--- src/rtl/lstm_fixed_pkg.sv ---
// Fixed-point format and FSM state encoding shared by the LSTM activation
// units (forward tanh/sigmoid and their backward-gradient companions).
package lstm_fixed_pkg;

  localparam int QN  = 6;
  localparam int QM  = 11;
  localparam int W   = QN + QM + 1;
  localparam int ONE = 1 << QM;

  typedef enum logic [1:0] {
    IDLE   = 2'd0,
    SQUARE = 2'd1,
    SCALE  = 2'd2,
    DONE   = 2'd3
  } state_t;

endpackage

--- src/rtl/fx_mul_shift.sv ---
// Signed W x (W+1) fixed-point multiply: the product is arithmetically shifted
// right by QM (floor) and truncated to W+1 bits.
module fx_mul_shift
  import lstm_fixed_pkg::*;
(
  input  logic signed [W-1:0] a,
  input  logic signed [W:0]   b,
  output logic signed [W:0]   p
);

  logic signed [2*W:0] prod;
  logic                unused_prod_bits;

  // Both operands are sign-extended to the full product width so the low
  // 2W+1 bits hold the exact two's-complement product.
  assign prod = $signed({{(W+1){a[W-1]}}, a}) * $signed({{W{b[W]}}, b});

  // Selecting bits [QM+W:QM] is the >>> QM floor shift followed by truncation.
  assign p = prod[QM+W:QM];

  assign unused_prod_bits = ^{prod[2*W:QM+W+1], prod[QM-1:0]};

endmodule

--- src/rtl/tanh_grad.sv ---
// Backward pass of tanh: grad_out = g * (1 - y^2), with a single multiplier
// shared between the squaring step and the scaling step.
module tanh_grad
  import lstm_fixed_pkg::*;
(
  input  logic                clock,
  input  logic                reset,
  input  logic                in_valid,
  output logic                in_ready,
  input  logic signed [W-1:0] y_in,
  input  logic signed [W-1:0] grad_in,
  output logic                out_valid,
  input  logic                out_ready,
  output logic signed [W-1:0] grad_out,
  output logic                d_clamped
);

  localparam logic signed [W:0] ONE_D = (W+1)'(ONE);

  state_t              state;
  state_t              state_next;
  logic signed [W-1:0] y_r;
  logic signed [W-1:0] g_r;
  logic signed [W:0]   sq_r;
  logic signed [W:0]   d;
  logic signed [W:0]   d_c;
  logic                clamp;
  logic signed [W-1:0] mul_a;
  logic signed [W:0]   mul_b;
  logic signed [W:0]   mul_p;

  // Inputs with |y| > 1 make (1 - y^2) negative; the derivative is forced to 0.
  function automatic logic signed [W:0] clamp_nonneg(input logic signed [W:0] v);
    return v[W] ? '0 : v;
  endfunction

  always_ff @(posedge clock) begin
    if (reset) state <= IDLE;
    else       state <= state_next;
  end

  always_comb begin
    state_next = state;
    case (state)
      IDLE:    if (in_valid) state_next = SQUARE;
      SQUARE:  state_next = SCALE;
      SCALE:   state_next = DONE;
      DONE:    if (out_ready) state_next = IDLE;
      default: state_next = IDLE;
    endcase
  end

  assign in_ready  = (state == IDLE);
  assign out_valid = (state == DONE);

  assign d     = ONE_D - sq_r;
  assign clamp = d[W];
  assign d_c   = clamp_nonneg(d);

  always_comb begin
    mul_a = g_r;
    mul_b = d_c;
    if (state == SQUARE) begin
      mul_a = y_r;
      mul_b = {y_r[W-1], y_r};
    end
  end

  fx_mul_shift u_mul (
    .a (mul_a),
    .b (mul_b),
    .p (mul_p)
  );

  // Operand capture in IDLE, y^2 in SQUARE, result in SCALE, hold in DONE.
  always_ff @(posedge clock) begin
    if (reset) begin
      y_r       <= '0;
      g_r       <= '0;
      sq_r      <= '0;
      grad_out  <= '0;
      d_clamped <= 1'b0;
    end else begin
      case (state)
        IDLE: begin
          if (in_valid) begin
            y_r <= y_in;
            g_r <= grad_in;
          end
        end
        SQUARE: sq_r <= mul_p;
        SCALE: begin
          grad_out  <= mul_p[W-1:0];
          d_clamped <= clamp;
        end
        default: ;
      endcase
    end
  end

endmodule

--- config.mk ---
export PLATFORM = sky130hd
export DESIGN_NAME = tanh_grad
export DESIGN_NICKNAME = d
export VERILOG_FILES = /design/src/rtl/lstm_fixed_pkg.sv /design/src/rtl/fx_mul_shift.sv /design/src/rtl/tanh_grad.sv
export SDC_FILE = /design/constraint.sdc
export NUM_CORES = 1
export LEC_CHECK = 0
export BUFFER_PORTS_ARGS = -buffer_cell sky130_fd_sc_hd__buf_2
export CAP_MARGIN = 30
export CORE_ASPECT_RATIO = 1.4
export CORE_MARGIN = 2
export CORE_UTILIZATION = 45
export DETAILED_ROUTE_END_ITERATION = 12
export PLACE_DENSITY = 0.7
export SYNTH_ARGS = -nofsm -noshare
export SYNTH_HDL_FRONTEND = slang
export SYNTH_SLANG_ARGS = --single-unit
--- constraint.sdc ---
create_clock -name clock -period 8.87 [get_ports clock]
set_clock_uncertainty 0.15 [all_clocks]
set_input_delay 0.887 -clock clock [delete_from_list [all_inputs] [get_ports clock]]
set_output_delay 0.887 -clock clock [all_outputs]
set_load 0.005 [all_outputs]
==> qor.log <==
INFO  setup_path     crit_fanout=26
INFO  setup_path     maximum_single_stage_delay_on_the_critical_path=670ps
INFO  global_route   overflow_left_after_global_routing=0
INFO  die            starting_density_of_the_core=45.53%
INFO  yosys          synth_seq_area_share=10.88%
INFO  min_path       worstHoldPathType=register to register
INFO  sta            worst_slew_pin_slew=1010ps
INFO  run            max_capacitance_violation_count=0
INFO  placed_design  port-buffer-count=60
INFO  clocking       tritoncts=built
INFO  yosys          synth_edf_count=0
INFO  global_route   grtUsageTotal=27.01%
INFO  cells_and_area fin_nets=2099
INFO  yosys          postSynth.asyncResetShare=0%
INFO  sta            setup_repair_after_global_routing_missed_its_margin=false
INFO  clocking       tritoncts.num_buffers=9
INFO  drt            drc=0
INFO  setup_path     worstSetupPathType=register to register
INFO  min_path       min_delay_worst_endpoint=y_r[12]$_SDFFE_PP0P_
INFO  yosys          synthMuxAreaShare=3.516%
INFO  clocking       htreeDepth=3
INFO  clocking       cts-hold-fix-buffers=0
INFO  yosys          synth_compound_area_share=7.946%
INFO  setup_path     number_of_cells_traversed_by_the_worst_register_to_register_path=30
INFO  clocking       cts_num_sinks=76
INFO  global_route   vias_in_the_first_global_route=12279
INFO  setup_path     timing.critical_path.slowest_stage_cell=a22oi_1
INFO  global_route   wire_length_of_the_first_global_routing_pass=66330um
INFO  setup_path     timing.critical_path.arrival=8630ps
INFO  yosys          synth_ff_type=dfxtp_1
INFO  die            floorplan.die.width=153.0um
INFO  die            die_height=212.6um
INFO  placed_design  hpwlAfterDp=35560um
INFO  drt            drt_pass_1_iters=5
INFO  cells_and_area drive_gt1_share=9.611%
INFO  yosys          syn-num-nets=2042
INFO  die            fp-row-count=76
INFO  yosys          post_synth_xor_area_fraction=3.194%
INFO  drt            drt-wirelength-per-cell=20.18um
INFO  run_status     run_status=complete, no violations
INFO  drt            first_iter_violations=807
INFO  sta            setup_total_negative_slack=0ps
INFO  placed_design  gpl.final_weighted_congestion=0.9664
INFO  clocking       ctsRootBufferMaster=clkbuf_16
INFO  setup_path     critical_path_required=8970ps
INFO  die            die_area=32520um2
INFO  min_path       worst_min_path_start=y_r[12]$_SDFFE_PP0P_
INFO  setup_path     reg2reg_slack=340ps
INFO  die            boundaryPins=61
INFO  sta            fin_crit=8526ps
INFO  sta            layout_worst_path_cycle_share=96.12%
INFO  setup_path     critPathLaunchType=register
INFO  min_path       hold_depth=2
INFO  cells_and_area diodes=0
INFO  global_route   pin_count_of_the_biggest_net_entering_global_routing=77
INFO  yosys          dominant_combinational_cell_family_by_area_after_synthesis=adder cells
INFO  die            core=30710um2
INFO  cells_and_area layout_commonest_cell=inv_1
INFO  yosys          synthesis.area=13980um2
INFO  clocking       clk_pin_slew_worst_paths=60ps
INFO  yosys          ys_warn_count=0
INFO  sta            finalHoldViolCount=0
INFO  setup_path     worst_r2r_endpoint=sq_r[18]$_SDFFE_PP0P_
INFO  clocking       clockBufferDepth=2
INFO  yosys          yosys.area_share.adder=47.87%
INFO  clocking       skew_pair_late_insertion_delay=340ps
INFO  drt            detailroute.via_count=11287
INFO  cells_and_area mostFrequentLayoutCells=inv_1, fa_1, nand2_1
INFO  yosys          syn-mean-instance-area=8.553um2
INFO  yosys          synthSimpleGateAreaFrac=14.75%
INFO  drt            avgViaCountPerCell=5.411
INFO  cells_and_area area_delta_synth_final=9.019%
INFO  sta            max_slew_margin=32.24%
INFO  setup_path     worst_setup_path_end_kind=register
INFO  sta            fmax=117.3MHz
INFO  setup_path     rr_startpoint=sq_r[14]$_SDFFE_PP0P_
INFO  global_route   antenna_found_initial=0
INFO  drt            final_antenna_net_count=0
INFO  yosys          synth_cell_types=69
INFO  yosys          synth_seq_cells=76
INFO  sta            timing_max_transition_violations_final=0
INFO  drt            route.final.wire_length=42090um
INFO  clocking       cts.repair_timing.setup_buffer_count=0
INFO  sta            setup_viol_count_final=0
INFO  yosys          synthesis.instances=1635
## sequential cells by signal, summed over array words and instances (netlist names)
signal     flops
state          2
sq_r          19
grad_out      18
y_r           18
g_r           18
d_clamped      1
## synth_stat cells (9+ instances only)
cell	count	share of area, %
inv_1	357	9.6
fa_1	280	40
nand2_1	241	6.5
nor2_1	213	5.7
ha_1	87	7.8
dfxtp_1	76	11
a21oi_1	61	2.2
clkbuf_1	49	1.3
mux2i_1	39	2.8
xnor2_1	39	2.4
o21ai_0	16	0.57
xor2_1	12	0.75
a21o_1	11	0.59
a22o_1	9	0.56
a22oi_1	9	0.48
nor3_1	9	0.32
## per-stage QoR
stage                     util [%]  cells  hold slack [ps]  setup WS [ps]  cell area (um2)
after global routing         49.63   2086            339.0          52.57            15240
after detailed placement     48.44   2071            302.7          196.3            14880
final                        49.63   2086            306.4          344.1            15240
after floorplan                  -   1635            282.6          639.2            13980
after CTS                    49.47   2086            310.4          184.4            15190
after global placement       48.19   2067            292.7          386.7            14800
## timing repair
action	in CTS	in global routing
endpoints found under the hold margin	0	0
gates resized for setup	0	15
endpoints found under the setup margin	0	9
## routing by layer
metal | global-route usage (%) | part of all wire, %
met2 | 48.12 | 51
met3 | 2.507 | 4.5
met1 | 28.99 | 35
met4 | 22.64 | 10
met5 | 0 | 0
## worst max-delay path by stage
stage                               start                         to  cells past startpoint
CTS                 sq_r[14]$_SDFFE_PP0P_      sq_r[18]$_SDFFE_PP0P_                     27
global route        sq_r[14]$_SDFFE_PP0P_  grad_out[16]$_SDFFE_PP0P_                     30
global placement    sq_r[14]$_SDFFE_PP0P_      sq_r[18]$_SDFFE_PP0P_                     28
detailed placement  sq_r[14]$_SDFFE_PP0P_      sq_r[18]$_SDFFE_PP0P_                     27
floorplan           sq_r[14]$_SDFFE_PP0P_      sq_r[17]$_SDFFE_PP0P_                     30
finish              sq_r[14]$_SDFFE_PP0P_      sq_r[18]$_SDFFE_PP0P_                     30
## worst max-delay path: cells and delay by family (launching register included)
kind,cells,cell delay (ps)
AO/OA/AOI/OAI,12,2880
AND/OR/NAND/NOR,3,1100
flip-flops,1,350
XOR/XNOR,1,120
buffers and inverters,7,520
adder cells (fa/ha/maj),7,3330
## layout make-up
type | count | area, um2
Sequential cell | 76 | 1521
Clock buffer | 9 | 225.2
Fill cell | 2952 | 15470
Clock inverter | 6 | 90.09
Inverter | 358 | 1344
Tap cell | 390 | 488.0
Timing Repair Buffer | 108 | 711.9
Multi-Input combinational cell | 1139 | 10860
## kinds of logic after synthesis
group,after synthesis
AO/OA/AOI/OAI,164
XOR/XNOR,51
flip-flops,76
adder cells (fa/ha/maj),367
buffers and inverters,420
AND/OR/NAND/NOR,509
multiplexers,48
Power is left out: the tool's default activity adds up to more than one toggle a clock period on the data nets, which glitch-free logic cannot reach.
